`config.mk`:
```
export PLATFORM = sky130hd
export DESIGN_NAME = iq_downconverter_flat
export DESIGN_NICKNAME = d
export VERILOG_FILES = /design/src/rtl/iq_downconverter_pkg.sv /design/src/rtl/iq_downconverter_if.sv /design/src/rtl/iq_downconverter_aligner.sv /design/src/rtl/iq_downconverter.sv /design/src/flat_wrapper.sv
export SDC_FILE = /design/constraint.sdc
export NUM_CORES = 1
export LEC_CHECK = 0
export ABC_AREA = 1
export CELL_PAD_IN_SITES_DETAIL_PLACEMENT = 0
export CELL_PAD_IN_SITES_GLOBAL_PLACEMENT = 1
export CORE_MARGIN = 3
export CORE_UTILIZATION = 45
export DETAILED_ROUTE_END_ITERATION = 16
export DONT_BUFFER_PORTS = 1
export PLACE_DENSITY_LB_ADDON = 0.1
export SETUP_SLACK_MARGIN = 0.02
export SLEW_MARGIN = 20
export SYNTH_ARGS = -nofsm -noshare
export SYNTH_HDL_FRONTEND = slang
export SYNTH_SLANG_ARGS = --single-unit
```
`constraint.sdc`:
```
create_clock -name aclk -period 1.9 [get_ports aclk]
set_input_delay 0.38 -clock aclk [delete_from_list [all_inputs] [get_ports aclk]]
set_output_delay 0.38 -clock aclk [all_outputs]
set_load 0.01 [all_outputs]
```
`src/rtl/iq_downconverter_pkg.sv`:
```
// Shared types and helpers for the fs/4 I/Q downconverter.
// The optional error counter (IQ_DOWNCONV_ERR_CNT_EN) needs nothing from this package.
package iq_downconv_pkg;

    typedef enum logic {
        SEARCH = 1'b0,
        LOCKED = 1'b1
    } state_t;

    localparam int CHIPS = 4;
    localparam int OFF_W = $clog2(CHIPS);

    // Aligned training chips: I=1, Q=0 -> (I, ~Q, ~I, Q) = 1,1,0,0 with bit0 first.
    localparam logic [CHIPS-1:0] TRAIN_WORD_DEFAULT = 4'b0011;

    // The LO chip pattern repeats each data bit inverted two chips later.
    function automatic logic chip_check(input logic [CHIPS-1:0] c);
        return (c[0] != c[2]) && (c[1] != c[3]);
    endfunction

endpackage

```
`src/rtl/iq_downconverter_if.sv`:
```
// Chip-word input and recovered-symbol output bundle of the downconverter.
// err_count exists only when IQ_DOWNCONV_ERR_CNT_EN is defined.
interface iq_downconverter_if;

    // rx_word is sampled only on beats with rx_valid=1; there is no backpressure,
    // and data_valid is a single-cycle strobe that qualifies data_i/data_q/sym_err.
    logic [3:0] rx_word;
    logic       rx_valid;
    logic       data_i;
    logic       data_q;
    logic       data_valid;
    logic       locked;
    logic [1:0] offset;
    logic       sym_err;
`ifdef IQ_DOWNCONV_ERR_CNT_EN
    logic [15:0] err_count;

    modport master (
        output rx_word, rx_valid,
        input  data_i, data_q, data_valid, locked, offset, sym_err, err_count
    );

    modport slave (
        input  rx_word, rx_valid,
        output data_i, data_q, data_valid, locked, offset, sym_err, err_count
    );
`else
    modport master (
        output rx_word, rx_valid,
        input  data_i, data_q, data_valid, locked, offset, sym_err
    );

    modport slave (
        input  rx_word, rx_valid,
        output data_i, data_q, data_valid, locked, offset, sym_err
    );
`endif

endinterface

```
`src/rtl/iq_downconverter_aligner.sv`:
```
// Holds the previous valid chip word and extracts the four candidate aligned words
// from the 8-chip window {rx_word, prev}.
module iq_chip_aligner
    import iq_downconv_pkg::*;
(
    input  logic                        aclk,
    input  logic                        rst,
    input  logic [CHIPS-1:0]            rx_word,
    input  logic                        rx_valid,
    input  logic [OFF_W-1:0]            sel,
    output logic [CHIPS-1:0][CHIPS-1:0] aligned_all,
    output logic [CHIPS-1:0]            aligned_sel
);

    logic [CHIPS-1:0]   prev_q;
    logic [CHIPS-1:0]   prev_d;
    logic [2*CHIPS-1:0] window;

    always_comb begin
        prev_d = prev_q;
        if (rx_valid) begin
            prev_d = rx_word;
        end
    end

    always_ff @(posedge aclk) begin
        if (rst) begin
            prev_q <= '0;
        end else begin
            prev_q <= prev_d;
        end
    end

    assign window = {rx_word, prev_q};

    always_comb begin
        aligned_all = '0;
        for (int k = 0; k < CHIPS; k++) begin
            aligned_all[k] = window[k +: CHIPS];
        end
    end

    assign aligned_sel = aligned_all[sel];

endmodule

```
`src/rtl/iq_downconverter.sv`:
```
// fs/4 I/Q downconverter: training-pattern symbol alignment, I/Q recovery and lock
// supervision. Define IQ_DOWNCONV_ERR_CNT_EN to add the err_count output.
module iq_downconverter
    import iq_downconv_pkg::*;
#(
    parameter int               LOCK_COUNT  = 16,
    parameter int               UNLOCK_ERRS = 8,
    parameter logic [CHIPS-1:0] TRAIN_WORD  = TRAIN_WORD_DEFAULT
) (
    input  logic             aclk,
    input  logic             rst,
    iq_downconverter_if.slave bus
);

    localparam int MW = $clog2(LOCK_COUNT + 1);
    localparam int EW = $clog2(UNLOCK_ERRS + 1);
    localparam logic [MW-1:0] LOCK_MAX = MW'(LOCK_COUNT);
    localparam logic [EW-1:0] ERR_MAX  = EW'(UNLOCK_ERRS);

    state_t                     state_q, state_d;
    logic [OFF_W-1:0]           offset_q, offset_d;
    logic [CHIPS-1:0][MW-1:0]   match_cnt_q, match_cnt_d;
    logic [EW-1:0]              err_run_q, err_run_d;
    logic                       data_i_q, data_i_d;
    logic                       data_q_q, data_q_d;
    logic                       data_valid_q, data_valid_d;
    logic                       sym_err_q, sym_err_d;
    logic [CHIPS-1:0][CHIPS-1:0] aligned_all;
    logic [CHIPS-1:0]           aligned_sel;
    logic                       sym_ok;
    logic                       hit;
    logic [OFF_W-1:0]           hit_k;
`ifdef IQ_DOWNCONV_ERR_CNT_EN
    logic [15:0]                err_count_q, err_count_d;
`endif

    iq_chip_aligner u_aligner (
        .aclk        (aclk),
        .rst         (rst),
        .rx_word     (bus.rx_word),
        .rx_valid    (bus.rx_valid),
        .sel         (offset_q),
        .aligned_all (aligned_all),
        .aligned_sel (aligned_sel)
    );

    assign sym_ok = chip_check(aligned_sel);

    always_comb begin
        state_d      = state_q;
        offset_d     = offset_q;
        match_cnt_d  = match_cnt_q;
        err_run_d    = err_run_q;
        data_i_d     = data_i_q;
        data_q_d     = data_q_q;
        data_valid_d = 1'b0;
        sym_err_d    = 1'b0;
        hit          = 1'b0;
        hit_k        = '0;
`ifdef IQ_DOWNCONV_ERR_CNT_EN
        err_count_d  = err_count_q;
`endif
        if (bus.rx_valid) begin
            case (state_q)
                SEARCH: begin
                    for (int k = 0; k < CHIPS; k++) begin
                        if (aligned_all[k] == TRAIN_WORD) begin
                            match_cnt_d[k] = (match_cnt_q[k] == LOCK_MAX) ? LOCK_MAX
                                                                          : match_cnt_q[k] + 1'b1;
                        end else begin
                            match_cnt_d[k] = '0;
                        end
                    end
                    // Scan from the top so the lowest qualifying offset is the last written.
                    for (int k = CHIPS - 1; k >= 0; k--) begin
                        if (match_cnt_d[k] == LOCK_MAX) begin
                            hit   = 1'b1;
                            hit_k = OFF_W'(k);
                        end
                    end
                    if (hit) begin
                        state_d     = LOCKED;
                        offset_d    = hit_k;
                        match_cnt_d = '0;
                        err_run_d   = '0;
`ifdef IQ_DOWNCONV_ERR_CNT_EN
                        err_count_d = '0;
`endif
                    end
                end
                LOCKED: begin
                    data_i_d     = aligned_sel[0];
                    data_q_d     = aligned_sel[CHIPS-1];
                    sym_err_d    = ~sym_ok;
                    data_valid_d = 1'b1;
                    if (sym_ok) begin
                        err_run_d = '0;
                    end else begin
                        err_run_d = (err_run_q == ERR_MAX) ? ERR_MAX : err_run_q + 1'b1;
`ifdef IQ_DOWNCONV_ERR_CNT_EN
                        err_count_d = (err_count_q == 16'hFFFF) ? err_count_q
                                                                : err_count_q + 16'd1;
`endif
                    end
                    // The symbol that hits the limit is still emitted; the search restarts after it.
                    if (err_run_d == ERR_MAX) begin
                        state_d     = SEARCH;
                        match_cnt_d = '0;
                        err_run_d   = '0;
                    end
                end
                default: state_d = SEARCH;
            endcase
        end
    end

    always_ff @(posedge aclk) begin
        if (rst) begin
            state_q      <= SEARCH;
            offset_q     <= '0;
            match_cnt_q  <= '0;
            err_run_q    <= '0;
            data_i_q     <= 1'b0;
            data_q_q     <= 1'b0;
            data_valid_q <= 1'b0;
            sym_err_q    <= 1'b0;
`ifdef IQ_DOWNCONV_ERR_CNT_EN
            err_count_q  <= '0;
`endif
        end else begin
            state_q      <= state_d;
            offset_q     <= offset_d;
            match_cnt_q  <= match_cnt_d;
            err_run_q    <= err_run_d;
            data_i_q     <= data_i_d;
            data_q_q     <= data_q_d;
            data_valid_q <= data_valid_d;
            sym_err_q    <= sym_err_d;
`ifdef IQ_DOWNCONV_ERR_CNT_EN
            err_count_q  <= err_count_d;
`endif
        end
    end

    assign bus.data_i     = data_i_q;
    assign bus.data_q     = data_q_q;
    assign bus.data_valid = data_valid_q;
    assign bus.locked     = (state_q == LOCKED);
    assign bus.offset     = offset_q;
    assign bus.sym_err    = sym_err_q;
`ifdef IQ_DOWNCONV_ERR_CNT_EN
    assign bus.err_count  = err_count_q;
`endif

endmodule

```
`src/flat_wrapper.sv`:
```
// flat-port wrapper written by rule: the top's interface ports become plain ports
module iq_downconverter_flat import iq_downconv_pkg::*;
#(
    parameter int               LOCK_COUNT  = 16,
    parameter int               UNLOCK_ERRS = 8,
    parameter logic [CHIPS-1:0] TRAIN_WORD  = TRAIN_WORD_DEFAULT
)
  (aclk, rst, bus_rx_word, bus_rx_valid, bus_data_i, bus_data_q, bus_data_valid, bus_locked, bus_offset, bus_sym_err);
  iq_downconverter_if bus_i ();
  input  logic aclk;
  input  logic rst;
  input wire logic [$bits(bus_i.rx_word)-1:0] bus_rx_word;
  input wire logic [$bits(bus_i.rx_valid)-1:0] bus_rx_valid;
  output wire logic [$bits(bus_i.data_i)-1:0] bus_data_i;
  output wire logic [$bits(bus_i.data_q)-1:0] bus_data_q;
  output wire logic [$bits(bus_i.data_valid)-1:0] bus_data_valid;
  output wire logic [$bits(bus_i.locked)-1:0] bus_locked;
  output wire logic [$bits(bus_i.offset)-1:0] bus_offset;
  output wire logic [$bits(bus_i.sym_err)-1:0] bus_sym_err;
  assign bus_i.rx_word = bus_rx_word;
  assign bus_i.rx_valid = bus_rx_valid;
  assign bus_data_i = bus_i.data_i;
  assign bus_data_q = bus_i.data_q;
  assign bus_data_valid = bus_i.data_valid;
  assign bus_locked = bus_i.locked;
  assign bus_offset = bus_i.offset;
  assign bus_sym_err = bus_i.sym_err;
  iq_downconverter #(.LOCK_COUNT(LOCK_COUNT), .UNLOCK_ERRS(UNLOCK_ERRS), .TRAIN_WORD(TRAIN_WORD)) u_core (.aclk(aclk), .rst(rst), .bus(bus_i));
endmodule
```
==> results_dict.tcl <==
set metrics [dict create \
    outcome "finished clean" \
    grt-ovfl-total 0 \
    max_freq_mhz 541 \
    port_buffers 0 \
    finalPower_mw 1.57 \
    grt_use_total 0.200 \
    drv_slew 0 \
    wirelength_mm 6.27 \
    path_common_cell "nand2_1" \
    p_clk_frac 0.335 \
    cap_violations 0 \
    preCtsSetupSlack_ns -0.125 \
    drive_gt1_frac 0.276 \
    final-setup-viol-count 0 \
    antenna_found_initial 0 \
    start_kind "flop" \
    grt_pass1_wl_mm 10.1 \
    grt_max_degree 22 \
    yosys_warnings 0 \
    clkLatencyLatePin_ns 0.28 \
    hold_path.class "primary input to flop" \
    relSlewSlack 0.508 \
    cts-hold-fix-buffers 0 \
    leakage_nw 1.44 \
    gp_congestion 0.816 \
    worst_slew_pin_slew_ns 0.737 \
    synth_cells 386 \
    n_fill_cell 545 \
    p_comb_frac 0.158 \
    synth_cell_types 28 \
    avgSynthCellArea_um2 6.40 \
    first_pass_iters 4 \
    required_ns 2.12 \
    regArea_um2 719 \
    drt_iter0_markers 92 \
    power_density_nw_per_um2 532 \
    skew_ns 0.00626 \
    setup_slack_ns 0.0499 \
    clk_path_buf_depth 2 \
    initial_core_util 0.475 \
    die_w_um 80.1 \
    rsz0062_at_grt "true" \
    drtAntennaViolNets 0 \
    finalCritPeriodShare 0.974 \
    worstPathArrival_ns 2.07 \
    crit_type "flop to flop" \
    finalHoldViolCount 0 \
    dp.final_hpwl_mm 4.09 \
    peakVddDrop_uv 275 \
    synthTopCellsByArea "dfxtp_1 (28%), nand2_1 (14%), nand3_1 (10%)" \
    coreArea_um2 5200 \
    p_sw_frac 0.290 \
    io_pins 14 \
    numClockSinks 35 \
    cts_max_level 2 \
    seqPwrFrac 0.507 \
    drc 0 \
    fin_crit_ns 1.85 \
    grt_pass1_vias 2077 \
    multiInputGateArea_um2 1600 \
    crit_family "simple AND/OR/NAND/NOR gates" \
    netSwitchingPower_mw 0.457 \
    cp.depth 15 \
    final_nets 425 \
    crit_chain "buf_6 > nor2_4 > nor2_2 > nand2_2 > nand2_1 > nand2_1 > nand2_2 > nand2_4 > buf_6 > a21oi_4 > nand2_4 > clkbuf_16 > nand3_1 > nand2_1 > nor2_1" \
    cts_tree "built" \
    clk_pin_slew_ns 0.07 \
    numCtsBuffers 5 \
    mostFrequentLayoutCells "nand2_1 (86), nor2_1 (46), inv_1 (44), nand3_1 (44), dfxtp_1 (26)" \
    critPathBufInv 3 \
    fp.dieH_um 80.1 \
    root_buffer "clkbuf_8" \
    post_drt_wl_per_cell_um 13.1 \
    dieArea_um2 6410 \
    via_per_inst 4.98 \
    yosysTopAreaCellShare 0.284 \
    syn_nets 403 \
    layout_commonest_cell "nand2_1" \
    synth.largest_area_cell "dfxtp_1" \
    end_kind "flop" \
    cp_max_fo 10 \
    num_vias 2387 \
    critPathMaxStageDelay_ns 0.38 \
    rows 26 \
    diodes 0 \
    whs_path_depth 1 \
    mappedNetlistArea_um2 2470 \
    area_delta_synth_final_pct 19.9 \
    synth_seq_cells 35 \
    synth-seq-area-share 0.284 \
    internal-power_mw 1.12 \
    critPathSlowestCell "dfxtp_4" \
    rr_worst_depth 15 \
]
worst reg2reg max path: stages, from the launching register on:
cell and delay (ns):
dfxtp_4 0.38, buf_6 0.12, nor2_4 0.03, nor2_2 0.11, nand2_2 0.07, nand2_1 0.06
nand2_1 0.05, nand2_2 0.09, nand2_4 0.07, buf_6 0.12, a21oi_4 0.17, nand2_4 0.11
clkbuf_16 0.18, nand3_1 0.07, nand2_1 0.07, nor2_1 0.08
power by group through the flow:
stage,registers (mW),logic [mW],clock network (mW)
3_5_place_dp,0.815,0.216,0
4_1_cts,0.798,0.220,0.547
2_1_floorplan,0.801,0.186,0
6_report,0.799,0.248,0.528
3_3_place_gp,0.815,0.213,0
5_1_grt,0.803,0.283,0.580
registers in the layout, indices dropped and copies added, names as in the netlist:
name                     cells
u_core.match_cnt_q          20
u_core.err_run_q             4
u_core.u_aligner.prev_q      4
u_core.bus.offset            2
u_core.bus.data_i            1
u_core.bus.data_q            1
u_core.bus.data_valid        1
u_core.bus.locked            1
u_core.bus.sym_err           1
area by class of cell:
class	count	share of cell area
multi-input combinational	286	0.541
tap	70	0.0296
clock buffer	7	0.0258
clock inverter	1	0.00169
sequential	35	0.243
inverter	50	0.0634
timing repair buffer	30	0.0959
what timing repair did:
action                                  in CTS  in global routing
resized for setup                            2                 42
endpoints found under the setup margin      21                 26
pin swaps                                    1                 19
cloned                                       1                  2
buffers inserted                             0                  8
through the flow:
step	setup TNS, ns	std cells	hold slack (ns)	cell area [um2]	util
4_1_cts	0	469	0.148	2710	0.521
5_1_grt	-1.37	479	0.135	2960	0.569
3_5_place_dp	-2.12	460	0.453	2620	0.502
2_1_floorplan	0	386	0.449	2470	-
3_3_place_gp	-0.955	460	0.452	2620	0.502
6_report	0	479	0.152	2960	0.569
cells in the mapped netlist:
| master | number |
|---|---|
| nand2_1 | 95 |
| nor3_1 | 8 |
| nand3b_1 | 1 |
| a21oi_1 | 9 |
| o21ai_1 | 1 |
| a21o_1 | 1 |
| buf_6 | 5 |
| o21ai_0 | 4 |
| a21oi_4 | 1 |
| nor2_2 | 26 |
| nor2_1 | 47 |
| ha_1 | 10 |
| dfxtp_1 | 35 |
| xnor2_1 | 2 |
| o21bai_4 | 1 |
| o221ai_1 | 2 |
| nand2_4 | 1 |
| nand3_1 | 50 |
| xor2_1 | 4 |
| nand3_2 | 3 |
| nand4_1 | 9 |
| clkbuf_1 | 5 |
| buf_2 | 6 |
| nor2_4 | 2 |
| inv_1 | 45 |
| o21ai_2 | 2 |
| nand2_2 | 6 |
| inv_2 | 5 |
routing by layer:
metal	part of all wire	global-route usage
met1	0.48	0.295
met2	0.45	0.303
met3	0.049	0.0370
met4	0.012	0.0422
met5	0	0
cells by family after synthesis:
logic type,Yosys count,synth area share
XOR/XNOR,6,0.0213
AO/OA/AOI/OAI,21,0.0598
adder cells (fa/ha/maj),10,0.0507
buffers and inverters,66,0.119
flip-flops,35,0.284
AND/OR/NAND/NOR,248,0.466
path summary, 6_finish.rpt:
kind / to / slack, ns / from
setup / recovery: u_core.match_cnt_q[16] / 0.05 / u_core.bus.offset[0]
setup reg to reg: u_core.match_cnt_q[16] / 0.05 / u_core.bus.offset[0]
hold / removal: u_core.bus.offset[0] / 0.15 / rst
hold reg to reg: u_core.err_run_q[2] / 0.49 / u_core.err_run_q[2]
(Power assumes the default switching activity.)
